==> config.mk <==
export PLATFORM = sky130hd
export DESIGN_NAME = fetch_sequencer
export DESIGN_NICKNAME = d
export VERILOG_FILES = /design/src/rtl/fetch_sequencer.sv
export SDC_FILE = /design/constraint.sdc
export NUM_CORES = 1
export LEC_CHECK = 0
export ABC_AREA = 1
export CAP_MARGIN = 40
export CELL_PAD_IN_SITES_DETAIL_PLACEMENT = 1
export CELL_PAD_IN_SITES_GLOBAL_PLACEMENT = 1
export CORE_MARGIN = 5
export CORE_UTILIZATION = 29
export DETAILED_ROUTE_END_ITERATION = 12
export MAX_ROUTING_LAYER = met4
export PLACE_DENSITY = 0.84
export SYNTH_ARGS = -nofsm -noshare
export SYNTH_HDL_FRONTEND = slang
export SYNTH_SLANG_ARGS = --single-unit
==> constraint.sdc <==
create_clock -name clk -period 1.52 [get_ports clk]
set_input_delay 0.228 -clock clk [delete_from_list [all_inputs] [get_ports clk]]
set_output_delay 0.228 -clock clk [all_outputs]
set_load 0.01 [all_outputs]
==> src/rtl/fetch_sequencer.sv <==
// fetch_sequencer: owns the fetch PC, issues one imem request at a time, hands words to decode, applies redirects
module fetch_sequencer #(
    parameter int              XLEN     = 32,
    parameter logic [XLEN-1:0] RESET_PC = '0
) (
    input  logic            clk,
    input  logic            clr,
    input  logic            stall,
    input  logic            redirect_valid,
    input  logic [XLEN-1:0] redirect_pc,
    output logic            imem_req_valid,
    output logic [XLEN-1:0] imem_req_addr,
    input  logic            imem_req_ready,
    input  logic            imem_rsp_valid,
    input  logic [31:0]     imem_rsp_data,
    output logic            inst_valid,
    output logic [31:0]     inst,
    output logic [XLEN-1:0] inst_pc,
    output logic [XLEN-1:0] pc,
    output logic            misaligned
);
    localparam logic [1:0] S_IDLE  = 2'd0;
    localparam logic [1:0] S_REQ   = 2'd1;
    localparam logic [1:0] S_WAIT  = 2'd2;
    localparam logic [1:0] S_FAULT = 2'd3;
    logic [1:0]      state;
    logic [XLEN-1:0] pc_inflight;
    logic            kill;
    logic            accept;
    logic            rsp;
    logic            bad_target;
    logic            keep_wait;
    always_comb begin
        imem_req_valid = (state == S_REQ) && (!inst_valid || !stall);
        imem_req_addr  = pc;
        accept         = imem_req_valid && imem_req_ready;
        rsp            = (state == S_WAIT) && imem_rsp_valid;
        bad_target     = |redirect_pc[1:0];
        // a redirect leaves a live request behind: the word still coming back must be dropped
        keep_wait      = accept || ((state == S_WAIT) && !rsp);
    end
    always_ff @(posedge clk) begin
        if (clr) begin
            state       <= S_IDLE;
            pc          <= RESET_PC;
            pc_inflight <= '0;
            kill        <= 1'b0;
            inst_valid  <= 1'b0;
            inst        <= '0;
            inst_pc     <= '0;
            misaligned  <= 1'b0;
        end else if (state != S_FAULT) begin
            if (redirect_valid && bad_target) begin
                misaligned <= 1'b1;
                inst_valid <= 1'b0;
                state      <= S_FAULT;
            end else if (redirect_valid) begin
                pc         <= redirect_pc;
                inst_valid <= 1'b0;
                kill       <= keep_wait;
                state      <= keep_wait ? S_WAIT : S_REQ;
            end else begin
                if (rsp && !kill) begin
                    inst_valid <= 1'b1;
                    inst       <= imem_rsp_data;
                    inst_pc    <= pc_inflight;
                end else if (!stall) begin
                    inst_valid <= 1'b0;
                end
                if (rsp) kill <= 1'b0;
                if (accept) begin
                    pc          <= pc + XLEN'(4);
                    pc_inflight <= pc;
                end
                state <= (state == S_IDLE) ? S_REQ :
                         accept            ? S_WAIT :
                         rsp               ? S_REQ : state;
            end
        end
    end
endmodule
==> summary.md, run 1 <==
| Metric | Value |
|---|---|
| Status | `complete, but fails checks` |
| Failing checks | `setup timing` |
| Slew Limit Headroom | `0.731` |
| Layout cell share with drive strength beyond 1 | `0.192` |
| Final nets | `1,206` |
| Complex-gate fraction of the synthesized area | `0.165` |
| Min Tclk post-route | `between 1.5 and 2 ns` |
| Pre-CTS WS | `-0.373 ns` |
| Leading area contributor after synthesis | `dfxtp_1` |
| WL/cell | `18.9 um` |
| Register area | `between 2000 and 3000 um^2` |
| Worst-skew pair later-pin latency | `0.43 ns` |
| Synth cell types | `32` |
| Setup TNS | `-0.520 ns` |
| RSZ-0062 raised after global routing | `yes` |
| Post-Syn Area | `6210 um^2` |
| Gpl congestion | `between 0.8 and 0.9` |
| Fmax | `598 MHz` |
| Starting density of the core | `0.295` |
| Core footprint | `roughly 21,000 um^2` |
| Finished Cell Area | `between 9000 and 10,000 um^2` |
| Synth top area cells | `dfxtp_1 (43%), nand2_1 (13%), a21oi_1 (10%)` |
| XOR/XNOR Fraction of Synth Area | `0.00282` |
| Worst VDD drop | `around 0.9 mV` |
| Fin. Hold Viols | `0` |
| Setup Viol. Count Final | `14` |
| Worst setup EP type | `flip-flop` |
| Routed Antenna Nets | `0` |
| Number of vias per cell | `roughly 5.0` |
| Hold depth | `2` |
| Crit path required time | `around 1.8 ns` |
| Hold-fix buffers, CTS | `0` |
| Vias in the first global route | `7,189` |
| Slowest stage delay, CP | `about 0.37 ns` |
| Total power | `approximately 9.4 mW` |
| Mapped Nets | `970` |
| Largest family of logic cells by synthesized area | `simple AND/OR/NAND/NOR gates` |
| Worst slew pin tran | `0.404 ns` |
| Fill count | `approximately 2,600` |
| I/O pin cnt | `~200` |
| Worst r2r dst | `imem_req_addr[20]` |
| Max stage delay cell, worst path | `dfxtp_4` |
| Worst r2r src | `imem_req_addr[2]` |
| Area post-placement | `8870 um^2` |
| Max H-tree Level | `4` |
| Layout area overhead | `54.0%` |
| Synth Register Bits | `roughly 130` |
| Worst Hold Class | `in -> reg` |
| Multiplexer share of the synthesized area | `0` |
| Max_cap viols | `0` |
| FF-to-FF path depth | `11` |
| Multi-input gate area | `2920 um^2` |
| Layout Skew | `between 0.009 and 0.01 ns` |
| Final worst slack | `-0.151 ns` |
| First-pass GRT wire length | `slightly below 40,000 um` |
| Die W | `156 um` |
| CP most frequent cell | `nand2_1` |
| Syn Area/Cell | `between 6 and 7 um^2` |
| Setup crit start kind | `flip-flop` |
| Clk pin slew, worst setup/hold paths | `0.06 ns` |
| Row count | `53` |
| CTS tree | `built` |
| Period utilization | `1.10` |
| DRT Wirelength | `~27,000 um` |
| Hold wc startpoint | `clr` |
| Lkg Pwr | `4.06 nW` |
| Tot GR Track Use | `0.210` |
| Largest net degree at the start of global routing | `around 80` |
| Seq/Total Area, Yosys | `0.429` |
| Drt drc | `0` |
| DIE AREA | `approximately 24,000 um^2` |
| Worst path cell trace | `ha_4, nand2_4, nor2_4, buf_6, nand3_2, nor2_2, nand2_1, nand2_1, nand2_1, nand2_2, a21oi_2` |
| Worst EP arrival | `1.97 ns` |
| Top-area cell type share of the netlist area | `0.429` |
| Clk Tree Root Cell | `clkbuf_16` |
| FF-to-FF setup slack | `-0.15 ns` |
| Antenna cell count | `0` |
| Type of the worst setup path | `reg -> reg` |
| Remaining global-route overflow | `0` |
| CTS max path bufs | `2` |
| Drt pass-1 iters | `7` |
| HPWL after DPL | `between 15,000 and 20,000 um` |
| Pwr per Cell Area | `980 nW/um^2` |
| Initial antenna violation count | `0` |
| Yosys warning total | `0` |
| Buffers added on ports | `200` |
| Cells after Synth | `899` |
| WHS Endpoint | `imem_req_addr[7]` |
| Synth Area in Adders | `0.00202` |
| Area share of and/or/nand/nor cells after synthesis | `0.274` |
| CTS Buf Count | `17` |
| Max FO, Critical Path | `4` |
| Die height | `156 um` |
| Detailed-route via count | `7,090` |
| First DRT Iteration DRCs | `slightly below 400` |
| Pins Over Slew Limit | `0` |
| Clock Sinks | `roughly 130` |
## power by group
part	switching [mW]	leakage (nW)	internal, mW
combinational	0.928	2.71	0.761
sequential	0.168	1.09	3.66
clock	1.55	0.258	2.31
total	2.65	4.06	6.73
## synth_stat cells, drive strengths merged
master    n
ha        1
nand2   209
nor2     87
xnor2     1
inv      73
dfxtp   133
o21ai    66
nand4     3
clkbuf   30
o211ai    1
o21a      1
and2      1
nand3   100
a21oi   128
a31oi     4
a211oi    1
nor3b     1
xor2      1
buf      57
nor3      1
## through the flow
step,util,cells,hold WS (ns)
floorplan,-,899,0.383
detailed placement,0.422,1382,0.438
global route,0.455,1422,0.107
CTS,0.446,1417,0.101
finish,0.455,1422,0.122
global placement,0.422,1382,0.433
## repair_timing
| action | in CTS | in global routing |
|---|---|---|
| buffers inserted | 4 | 4 |
| gates resized for setup | 181 | 61 |
| cloned | 0 | 1 |
| endpoints found under the setup margin | 214 | 112 |
| pin swaps | 3 | 8 |
## worst max-delay path, delay by kind of cell (launching register included)
kind	cells	cell delay (ns)
and+or+nand+nor	8	0.82
DFF	1	0.37
adders and majority gates	1	0.16
buffers and inverters	1	0.13
AOI/OAI and AO/OA	1	0.06
## sequential cells by signal, summed over array words and instances, names as in the netlist
signal	count
imem_req_addr	32
inst	32
inst_pc	32
inst_valid	1
kill	1
misaligned	1
pc_inflight	32
state	2
## layout by cell type (no fill, tap or decap), types with 18 or more instances in the layout
cell,netlist,layout
nand2_1,208,195
a21oi_1,127,126
dlygate4sd2_1,0,120
dfxtp_1,133,107
nand3_1,99,95
buf_4,42,90
inv_1,68,68
clkdlybuf4s50_1,0,68
nor2_1,77,61
o21ai_0,60,52
clkbuf_16,0,18
dfxtp_2,0,18
## routing by layer
metal | wire length, um | GRT usage | share of wire | vias up
met2 | 13400 | 0.352 | 0.50 | 235
met4 | 712 | 0.0756 | 0.026 | 0
met1 | 11500 | 0.256 | 0.43 | 3442
met3 | 1340 | 0.0346 | 0.050 | 54
li1 | - | - | - | 3359
met5 | 0 | - | 0 | -
## area by class of cell
cell class                      instances  share of cell area
Inverter                               73              0.0301
Multi-Input combinational cell        606               0.306
Tap cell                              275              0.0360
Clock inverter                          9             0.00837
Sequential cell                       133               0.284
Timing Repair Buffer                  304               0.287
Clock buffer                           22              0.0485
## worst max-delay path by stage
stage | cells after the start | to | slack, ns | start
after floorplan | 10 | imem_req_addr[26] | 0.02 | imem_req_addr[3]
after global placement | 8 | imem_req_addr[20] | -0.28 | redirect_valid
after detailed placement | 9 | pc_inflight[10] | -0.37 | stall
after CTS | 4 | imem_req_valid | -0.06 | inst_valid
after global routing | 11 | imem_req_addr[20] | -0.19 | imem_req_addr[2]
final | 11 | imem_req_addr[20] | -0.15 | imem_req_addr[2]
## cell families after synthesis
kind of cell | Yosys count
buf+inv | 160
xor+xnor | 2
flops | 133
simple gates | 402
compound gates | 201
fa+ha+maj | 1
Note: power is estimated with default switching activity, not from simulation.
==> run 2: changes to the inputs <==
CORE_UTILIZATION = 39   (was 29)
DONT_BUFFER_PORTS = 1   (was not set)
PLACE_DENSITY = 0.82   (was 0.84)
==> summary.md, run 2 (same netlist as run 1, synthesis figures left out) <==
| Metric | Value |
|---|---|
| Clk Tree Root Cell | `clkbuf_16` |
| Fmax | `626 MHz` |
| Largest net degree at the start of global routing | `84` |
| Lkg Pwr | `around 2.7 nW` |
| Remaining global-route overflow | `0` |
| Worst VDD drop | `around 0.85 mV` |
| Setup crit start kind | `flip-flop` |
| Met3 usage | `0.0699` |
| Dpl cells | `~1,100` |
| Worst Hold Class | `in -> reg` |
| I/O pin cnt | `approximately 200` |
| Detailed-route via count | `approximately 6,000` |
| Slowest stage delay, CP | `roughly 0.37 ns` |
| Period utilization | `1.05` |
| Max_cap viols | `0` |
| CTS Buf Count | `17` |
| Hold depth | `1` |
| Number of vias per cell | `around 5.2` |
| DRT Wirelength | `21,500 um` |
| Buffers added on ports | `0` |
| Vias in the first global route | `approximately 6,000` |
| Status | `complete, but fails checks` |
| Die W | `136 um` |
| Setup Viol. Count Final | `2` |
| Most common cell after layout, fill and taps aside | `nand2_1` |
| Row count | `46` |
| Pins Over Slew Limit | `0` |
| Hold wc startpoint | `clr` |
| Failing checks | `hold timing, setup timing` |
| Worst r2r dst | `imem_req_addr[14]` |
| Type of the worst setup path | `reg -> reg` |
| Routed Antenna Nets | `0` |
| Crit path required time | `between 1.5 and 2 ns` |
| Layout area overhead | `21.3%` |
| WL/cell | `~19 um` |
| GR Util met2 | `0.352` |
| Initial antenna violation count | `1` |
| First DRT Iteration DRCs | `about 430` |
| Most frequent cells in the layout | `nand2_1 (198), a21oi_1 (125), dfxtp_1 (112)` |
| Max FO, Critical Path | `4` |
| Fin. Hold Viols | `a little over 80` |
| Post-route insts no fill | `about 1,100` |
| FF-to-FF setup slack | `-0.08 ns` |
| Max stage delay cell, worst path | `dfxtp_4` |
| Clock Sinks | `between 100 and 150` |
| CTS max path bufs | `2` |
| Worst-skew pair later-pin latency | `0.43 ns` |
| Die height | `about 140 um` |
| Final nets | `between 900 and 1,000` |
| Drt drc | `0` |
| WHS Endpoint | `imem_req_addr[7]` |
| Tot GR Track Use | `0.228` |
| Core footprint | `15,800 um^2` |
| FF-to-FF path depth | `10` |
| HPWL after DPL | `~14,000 um` |
| Max H-tree Level | `4` |
| Final worst slack | `-0.0765 ns` |
| Drt pass-1 iters | `4` |
| Pwr per Cell Area | `roughly 1200 nW/um^2` |
| Worst slew pin tran | `~0.43 ns` |
| Layout cell share with drive strength beyond 1 | `0.202` |
| GR met1 Demand/Resource | `0.285` |
| Worst setup EP type | `flip-flop` |
| Worst EP arrival | `roughly 1.9 ns` |
| RSZ-0062 raised after global routing | `yes` |
| Worst path bufs/invs | `0` |
| Gpl congestion | `around 0.92` |
| Starting density of the core | `0.394` |
| CTS tree | `built` |
| Worst path cell trace | `ha_4, nand2_4, nor2_4, nand2_4, nor2_4, nand3_1, o21ai_1, nand2_1, nand2_1, nor2_1` |
| Worst r2r src | `imem_req_addr[3]` |
| Top Usage Layer GRT | `met2` |
| Clk pin slew, worst setup/hold paths | `0.06 ns` |
| Crit path max-delay family | `simple AND/OR/NAND/NOR gates` |
| Worst hold slack | `-0.128 ns` |
| Total power | `9.06 mW` |
| DIE AREA | `between 15,000 and 20,000 um^2` |
| Slew Limit Headroom | `0.713` |
| Min Tclk post-route | `between 1.5 and 2 ns` |
| First-pass GRT wire length | `~32,000 um` |
| Layout Skew | `0.00886 ns` |
| Hold-fix buffers, CTS | `4` |
[run 2: worst reg2reg max path, cell delays in order, from the launching register on]
cell and delay (ns):
dfxtp_4 0.37, ha_4 0.15, nand2_4 0.05, nor2_4 0.18, nand2_4 0.10, nor2_4 0.16
nand3_1 0.09, o21ai_1 0.11, nand2_1 0.11, nand2_1 0.11, nor2_1 0.06
[run 2: worst max-delay path by stage]
stage                                 start                 to  slack [ns]  cells past startpoint
final                      imem_req_addr[3]  imem_req_addr[14]       -0.08                     10
after global routing       imem_req_addr[3]  imem_req_addr[14]        -0.1                     10
after CTS                          state[1]        inst_pc[20]       0.007                      5
after detailed placement   imem_req_addr[2]  imem_req_addr[16]       -0.03                     10
after global placement    imem_req_addr[13]  imem_req_addr[15]        0.03                      9
after floorplan            imem_req_addr[3]  imem_req_addr[26]        0.02                     10
[run 2: metal layers]
metal,wire (um),up-vias
li1,-,2929
met1,9420,2859
met2,10100,171
met3,1450,37
met4,450,0
met5,0,-
[run 2: repair_timing]
item,CTS,global route
buffers inserted,2,6
endpoints found under the setup margin,16,80
cloned,1,0
gates resized for setup,12,69
pin swaps,1,13
endpoints found under the hold margin,84,81
[run 2: final cells by class]
| class | instances | area (um^2) |
|---|---|---|
| antenna | 1 | 2.50 |
| clock buffer | 18 | 429 |
| clock inverter | 14 | 151 |
| fill | 2005 | 8240 |
| inverter | 73 | 282 |
| multi-input combinational | 606 | 2920 |
| sequential | 133 | 2710 |
| tap | 216 | 270 |
| timing repair buffer | 86 | 766 |
[run 2: report_power, final]
part | leakage, nW | switching (mW) | total (mW) | internal, mW
clock network | 0.269 | 1.65 | 4.08 | 2.42
logic | 1.33 | 0.720 | 1.16 | 0.435
registers | 1.09 | 0.173 | 3.83 | 3.65
[run 2: stage by stage]
step,worst slack (ns),utilization,setup TNS [ns],area (um^2)
floorplan,0.0226,-,0,6210
global placement,0.0295,0.419,0,6610
detailed placement,-0.0310,0.419,-0.143,6610
CTS,0.00725,0.464,0,7310
global route,-0.0961,0.477,-0.929,7530
finish,-0.0765,0.477,-0.0967,7530
==> variant, RTL diff (config.mk and constraints of run 2) <==
Set the parameter `XLEN` to 16 (it was 32).
--- a/src/rtl/fetch_sequencer.sv
+++ b/src/rtl/fetch_sequencer.sv
@@ -2,3 +2,3 @@
 module fetch_sequencer #(
-    parameter int              XLEN     = 32,
+    parameter int              XLEN     = 16,
     parameter logic [XLEN-1:0] RESET_PC = '0
Interface: changed (resized imem_req_addr, inst_pc, pc and redirect_pc); port bits go from 201 to 137. No check against the original RTL was run, so the function may have changed too.
==> variant against run 2 <==
Worst setup slack gained 0.15 ns; synthesized area shrank 41%; total power shrank 50%; sequential cell count shrank 48; cell area shrank 47%; clock power shrank 59%; critical endpoint is now imem_req_addr[8]$_SDFFE_PP0P_; sequential share of layout area grew 6.4 points; routed wire length shrank 48%.
==> variant: results (changes against run 2) <==
global routing usage on met1=23.9% (-4.6 points); final WL=11100 um (-48%); DRT Pass-1 Iters=4 (unchanged); Largest Register=inst; Routability Congestion=0.916 (-0.58%); Synth Area in Compound Gates=16.8% (+0.34 points); hold crit path type=in2reg; DR iter-0 viols=146 (-66%); Final Hold Viols=0 (-100%); library cells used by synthesis=27 (-16%); Syn Nets=550 (-43%); Root Driver=clkbuf_8; post-synthesis mux area share=0% (unchanged); outcome=finished, final reports clean; worst clock skew=0.00608 ns (-0.00278 ns); DP Wirelength=7820 um (-45%); highest ir drop seen on vdd=0.575 mV (-32%); hold path startpoint=imem_rsp_data[13]; vias in the first global route=3445 (-42%); # placed instances=585 (-47%); DP Area=0.00376 mm2 (-43%); DRC errors left=0 (unchanged); LEAKAGE=1.48 nW (-45%); pre-CTS WS=0.0500 ns (+0.0810 ns); GRT Overall Usage=20.3% (-2.6 points); CTS clk-pin slew, worst paths=0.09 ns (+0.03 ns); CP delay by family, top=simple AND/OR/NAND/NOR gates; fraction of layout cells with a size suffix above 1=12.8% (-7.4 points); mean post-synth cell area=7.40 um2 (+7.2%); Syn. warnings=0 (unchanged); largest net degree at the start of global routing=58 (-31%); area share of xor/xnor cells in the synthesized design=0% (-0.28 points); crit path DAT=1.69 ns (-0.21 ns); Max clock buf depth=2 (unchanged); max FFs per register=32; Non-Filler Instances=602 (-48%); asr flop ratio synth=0% (unchanged); M3 GR Usage=6.32% (-0.67 points); slowest CP cell=dfxtp_1; clk_lat worst skew=0.35 ns (-0.08 ns); Max FO, Critical Path=4 (unchanged); Port Buf Inserts=0 (unchanged); first-pass GRT wire length=17900 um (-45%); # H-tree levels=3 (-1); sequential area share after synthesis=46.4% (+3.6 points); worst rel slew slack=73.7% (+2.4 points); adder-cell share of the synthesized area=0.342% (+0.14 points); met2 Use GR=32.6% (-2.6 points); number of diodes=0 (-1); initial antenna violation count=0 (-1); top post-synthesis cells by area=dfxtp_1, a21oi_1, nand2_1; # nets final=541 (-45%); most frequent cells after synthesis=nand2_1, dfxtp_1, a21oi_1; CP max stage delay=0.39 ns (+0.02 ns); Vias=3318 (-45%); # fillers=1153 (-42%); TritonCTS Buffers=9 (-8)
==> variant: cell count changes in the layout (fill, tap and decap cells not counted), sizes merged, moves of 31 or more <==
cell          run 2  this run
a21oi           128        82
buf              82        28
inv              76        29
nand3           100        69
nand2           209       107
dfxtp           133        85
o21ai            66        31
nor2             87        32
==> variant: path summary, 6_finish.rpt <==
kind              slack [ns]  depth (start not counted)                       endpoint
hold / removal          0.03                          2          inst[13]$_SDFFE_PP0P_
setup / recovery        0.07                          8  imem_req_addr[8]$_SDFFE_PP0P_
hold reg to reg         0.49                          2       inst_pc[12]$_SDFFE_PP0P_
setup reg to reg        0.07                          8  imem_req_addr[8]$_SDFFE_PP0P_
==> variant: logic make-up (layout without fill, tap and decap cells) <==
logic type / Yosys count / count (layout)
simple gates: 215 / 215
compound gates: 118 / 118
flops: 85 / 85
buf+inv: 76 / 72
fa+ha+maj: 1 / 1
==> variant: power by group <==
group	leakage [nW]	internal, mW	switching (mW)
Combinational	0.692	0.176	0.344
Sequential	0.690	2.31	0.0808
Clock	0.0959	0.809	0.847
==> variant: final cells by class <==
| cell class | count | area, um2 | area share, % |
|---|---|---|---|
| Timing Repair Buffer | 28 | 272 | 6.75 |
| Clock buffer | 11 | 141 | 3.51 |
| Multi-Input combinational cell | 334 | 1600 | 39.8 |
| Clock inverter | 5 | 58.8 | 1.46 |
| Tap cell | 111 | 139 | 3.45 |
| Inverter | 28 | 108 | 2.67 |
| Sequential cell | 85 | 1700 | 42.4 |
==> variant: timing repair <==
action	4_1_cts	5_1_grt
gates resized for setup	0	12
setup buffers	0	0
hold endpoints to repair	57	0
setup endpoints to repair	0	44
hold buffers	1	0
==> variant: metal layers <==
metal	routed length [um]	vias up
met5	0	-
met2	5370	102
met1	4690	1576
met3	732	23
met4	269	0
li1	-	1617
